### src/rtl/cpu_mem_pkg.sv
// Shared definitions for the CPU data-memory handshake: FSM states, op encoding and
// the default access latency used by both the memory and its users.
package cpu_mem_pkg;

  typedef enum logic [1:0] {
    IDLE   = 2'd0,
    ACCESS = 2'd1,
    DONE   = 2'd2
  } mem_state_e;

  localparam logic MEM_OP_READ  = 1'b0;
  localparam logic MEM_OP_WRITE = 1'b1;

  localparam int unsigned MEM_LATENCY = 5;

  // Wide enough for LATENCY-1 with LATENCY up to 15.
  localparam int unsigned MEM_CNT_WIDTH = 4;

endpackage

### src/rtl/dmem_wait_counter.sv
// Loadable down-counter that times the ACCESS phase of a data-memory transaction.
module dmem_wait_counter
  import cpu_mem_pkg::*;
(
  input  logic                     CLK,
  input  logic                     RESET,
  input  logic                     LOAD,
  input  logic [MEM_CNT_WIDTH-1:0] LOAD_VALUE,
  output logic                     ZERO
);

  logic [MEM_CNT_WIDTH-1:0] cnt_q;

  // Saturates at zero, so it idles quietly between accesses.
  always_ff @(posedge CLK) begin
    if (RESET) begin
      cnt_q <= '0;
    end else if (LOAD) begin
      cnt_q <= LOAD_VALUE;
    end else if (cnt_q != '0) begin
      cnt_q <= cnt_q - 1'b1;
    end
  end

  assign ZERO = (cnt_q == '0);

endmodule

### src/rtl/data_memory.sv
// Byte-addressed data memory with a fixed-latency BUSYWAIT handshake toward the CPU.
// Requests are latched on acceptance; the result is held for one DONE cycle.
module data_memory
  import cpu_mem_pkg::*;
#(
  parameter int unsigned ADDR_WIDTH = 8,
  parameter int unsigned DATA_WIDTH = 8,
  parameter int unsigned LATENCY    = MEM_LATENCY
) (
  input  logic                  CLK,
  input  logic                  RESET,
  input  logic                  READ,
  input  logic                  WRITE,
  input  logic [ADDR_WIDTH-1:0] ADDRESS,
  input  logic [DATA_WIDTH-1:0] WRITEDATA,
  output logic [DATA_WIDTH-1:0] READDATA,
  output logic                  BUSYWAIT
);

  localparam int unsigned Depth = 2 ** ADDR_WIDTH;

  mem_state_e            state_q, state_d;
  logic [ADDR_WIDTH-1:0] addr_q;
  logic [DATA_WIDTH-1:0] wdata_q;
  logic                  op_q;
  logic                  accept;
  logic                  complete;
  logic                  cnt_zero;
  logic [DATA_WIDTH-1:0] mem [Depth];

  dmem_wait_counter u_wait_counter (
    .CLK        (CLK),
    .RESET      (RESET),
    .LOAD       (accept),
    .LOAD_VALUE (MEM_CNT_WIDTH'(LATENCY - 1)),
    .ZERO       (cnt_zero)
  );

  always_ff @(posedge CLK) begin
    if (RESET) begin
      state_q <= IDLE;
    end else begin
      state_q <= state_d;
    end
  end

  always_comb begin
    state_d  = state_q;
    BUSYWAIT = 1'b0;
    accept   = 1'b0;
    complete = 1'b0;
    unique case (state_q)
      IDLE: begin
        BUSYWAIT = (READ | WRITE) & ~RESET;
        if (READ | WRITE) begin
          accept  = 1'b1;
          state_d = ACCESS;
        end
      end
      ACCESS: begin
        BUSYWAIT = ~RESET;
        if (cnt_zero) begin
          complete = 1'b1;
          state_d  = DONE;
        end
      end
      DONE: begin
        state_d = IDLE;
      end
      default: begin
        state_d = IDLE;
      end
    endcase
  end

  // Read wins when both strobes are high.
  always_ff @(posedge CLK) begin
    if (accept) begin
      addr_q  <= ADDRESS;
      wdata_q <= WRITEDATA;
      op_q    <= READ ? MEM_OP_READ : MEM_OP_WRITE;
    end
  end

  always_ff @(posedge CLK) begin
    if (RESET) begin
      READDATA <= '0;
      for (int i = 0; i < int'(Depth); i++) begin
        mem[i] <= '0;
      end
    end else if (complete) begin
      if (op_q == MEM_OP_WRITE) begin
        mem[addr_q] <= wdata_q;
      end else begin
        READDATA <= mem[addr_q];
      end
    end
  end

endmodule

### config.mk
export PLATFORM = sky130hd
export DESIGN_NAME = data_memory
export DESIGN_NICKNAME = d
export VERILOG_FILES = /design/src/rtl/cpu_mem_pkg.sv /design/src/rtl/dmem_wait_counter.sv /design/src/rtl/data_memory.sv
export SDC_FILE = /design/constraint.sdc
export NUM_CORES = 2
export LEC_CHECK = 0
export ABC_CLOCK_PERIOD_IN_PS = 5350
export CAP_MARGIN = 20
export CORE_AREA = 8 8 580 582
export CTS_CLUSTER_SIZE = 12
export DETAILED_ROUTE_END_ITERATION = 8
export DIE_AREA = 0 0 588 590
export MAX_ROUTING_LAYER = met4
export PLACE_DENSITY_LB_ADDON = 0.3
export SYNTH_ARGS = -nofsm -noshare
export SYNTH_HDL_FRONTEND = slang
export SYNTH_SLANG_ARGS = --single-unit
### constraint.sdc
create_clock -name CLK -period 5.35 [get_ports CLK]
set_input_delay 1.07 -clock CLK [delete_from_list [all_inputs] [get_ports CLK]]
set_output_delay 1.07 -clock CLK [all_outputs]
set_load 0.03 [all_outputs]
==> results.ini <==
[sta]
rsz0062_at_grt=no
fin_crit_sh_pct=77.7
worst_hold_slack_ns=0.536
relSlewSlack_pct=21.8
drv_slew=0
fin_setup_tns_ns=0
post-route-min-period_ns=4.16
fin_ws_ns=1.19
setup_viol=0
max_freq_mhz=240
finClkSkew_ns=0.0427
finalHoldViolations=0
max_slew.worst_pin.slew_ns=1.17

[synthesis]
synth_warnings=0
synth_top_area_share_pct=63.5
synth.most_common_cell=edfxtp_1
syn_area_per_cell_um2=14.5
postSynthRegisterBits=2079
synth_ff_type=edfxtp_1
yosys-top-cells-count=2065 x edfxtp_1, 2053 x and3_1, 680 x clkbuf_1
synthDistinctLibCells=62
synth_area_leader_cell=edfxtp_1
synthTopCellsByArea=edfxtp_1 64%, and3_1 13%, mux4_2 10%
syn_area_um2=97600
seq_area_frac_synth_pct=63.8
synth_edf_count=2065
async_flop_share_pct=0
synth.net_count=6745
syn_inst=6724

[global_route]
grt_overflow=0
antenna_found_initial=7
grtUsageTotal_pct=17.7
grt_max_degree=158
grt_pass1_wl_um=445000
grt_pass1_vias=58708

[detailed_routing]
drtIter0Drc=7308
drt-total-wl_um=310000
avgViaCountPerCell=5.54
met2_length_um=148000
met3WireLength_um=20400
first_pass_iters=8
drc=0
dr_total_vias=59628
met1_length_um=129000
ant_nets=0
maxUsedRoutingLayer=met4
wl_per_cell_um=28.8

[floorplanning]
initial_utilization_pct=29.9
fp.dieW_um=588
die_height_um=590
ios=29
coreArea_um2=326000
dieArea_um2=347000
row_count=210

[placement]
dpl_cell_area_um2=102000
io_buffers=28
dp_slack_ns=1.29
detailed_place_hpwl_um=185000
globalplace.congestion=0.852

[pwr]
clock_power_share_pct=37.2
p_sw_w=0.0111
ir_worst_vdd_mv=0.418
power_switching_share_pct=28.2
seqPwrFrac_pct=47.2
p_comb_share_pct=15.5
p_int_w=0.0284
leakage_nw=45.6
powerDensity_nw_per_um2=364

[cts]
path_clk_slew_ns=0.06
cts_root_buf=clkbuf_16
cts.sinks=2079
post_cts_buffers=0
hold_buffers=0
cts_resized=0
clockBufferDepth=3
cts_tree=done
clk_latency_ns=0.89
cts_buffers=221
htree_num_levels=4

[setup_path]
worst_setup_path_start_kind=flip-flop
worstSetupPathType=flip-flop to flip-flop
cp_max_fo=28
crit_required_ns=6.10
cpMaxStageDelayCell=and2_2
crit_chain=buf_12 -> and2_2 -> buf_4 -> a22o_1 -> nor2_1 -> a22oi_1 -> nand4_1 -> a311oi_1 -> o32ai_1
critPathArrivalTime_ns=4.90
cp-end-kind=flip-flop
cp_slowest_stage_delay_ns=0.81

[cells_and_area]
fillers=31384
drive_above_1_share_pct=15.7
area_growth_pct=11.3
layout.nets=6262
finalInstanceArea_um2=109000

[hold_path]
hold_class=flip-flop to flip-flop

[outcome]
status=finished clean

[job]
drv_cap=0

## worst paths after layout
kind / startpoint / end / slack, ns / depth (start not counted)
setup / recovery: addr_q[0] / READDATA[5] / 1.19 / 9
hold / removal: u_wait_counter.cnt_q[1] / u_wait_counter.cnt_q[1] / 0.54 / 2
setup reg to reg: addr_q[0] / READDATA[5] / 1.19 / 9
hold reg to reg: u_wait_counter.cnt_q[1] / u_wait_counter.cnt_q[1] / 0.54 / 2
## cell type report
cell class / count / area, um^2 / share of cell area (%)
timing repair buffer: 238 / 2740 / 2.52
clock buffer: 280 / 5770 / 5.32
antenna: 4 / 10.0 / 0.00922
tap: 4346 / 5440 / 5.01
clock inverter: 124 / 1010 / 0.931
multi-input combinational: 3694 / 31300 / 28.8
sequential: 2079 / 62300 / 57.4
inverter: 7 / 31.3 / 0.0288
## flip-flops by register name (all words and copies together), names as in the netlist
signal                flops
u_wait_counter.cnt_q      4
READDATA                  8
addr_q                    8
wdata_q                   8
state_q                   2
op_q                      1
mem                    2048
## layer usage
layer  vias up  GRT usage [%]
met1     31522           23.2
met4         0           6.47
met2      2239           28.2
met3       518           2.49
met5         -              -
li1      25349              -
## logic make-up (layout without fill, tap and decap cells)
| kind of cell | after synthesis | after routing | share of synthesized area, % |
|---|---|---|---|
| buffers and inverters | 951 | 649 | 4.28 |
| multiplexers | 640 | 640 | 12.3 |
| flip-flops | 2079 | 2079 | 63.8 |
| other | 0 | 4 | 0 |
| AO/OA/AOI/OAI | 584 | 584 | 4.37 |
| XOR/XNOR | 1 | 1 | 0.00897 |
| AND/OR/NAND/NOR | 2468 | 2468 | 15.3 |
| adder cells (fa/ha/maj) | 1 | 1 | 0.0128 |
## power groups by stage
stage	Sequential, W	Combinational, W	Clock (W)
finish	0.0187	0.00614	0.0147
global route	0.0187	0.00638	0.0155
global placement	0.0190	0.00613	0
CTS	0.0187	0.00615	0.0149
floorplan	0.0189	0.00353	0
detailed placement	0.0190	0.00613	0
## critical path, delay by kind of cell (launching register included)
kind            cells  cell delay, ns
buf+inv             2            0.88
simple gates        3            1.37
flops               1            0.44
compound gates      4            1.28
## metrics by stage
| step | power, W | util (%) | std cells |
|---|---|---|---|
| 6_report | 0.0395 | 33.3 | 10772 |
| 3_5_place_dp | 0.0252 | 31.2 | 10363 |
| 4_1_cts | 0.0398 | 33.3 | 10767 |
| 5_1_grt | 0.0406 | 33.3 | 10770 |
| 2_1_floorplan | 0.0224 | - | 6724 |
| 3_3_place_gp | 0.0251 | 31.2 | 10360 |
## cell usage in the layout (no fill, tap or decap), drive strengths merged, types with 20 or more instances in the layout
cell / n
nor2: 96
clkdlybuf4s50: 27
and3: 2053
o22ai: 33
nor3: 31
o21ai: 33
buf: 211
clkinv: 103
clkbuf: 280
mux2: 20
nand3: 50
mux2i: 178
mux4: 442
nand2: 169
a21oi: 43
edfxtp: 2065
a22oi: 76
nand4: 21
a21o: 256
No activity file was read; power rests on OpenSTA's default activity.
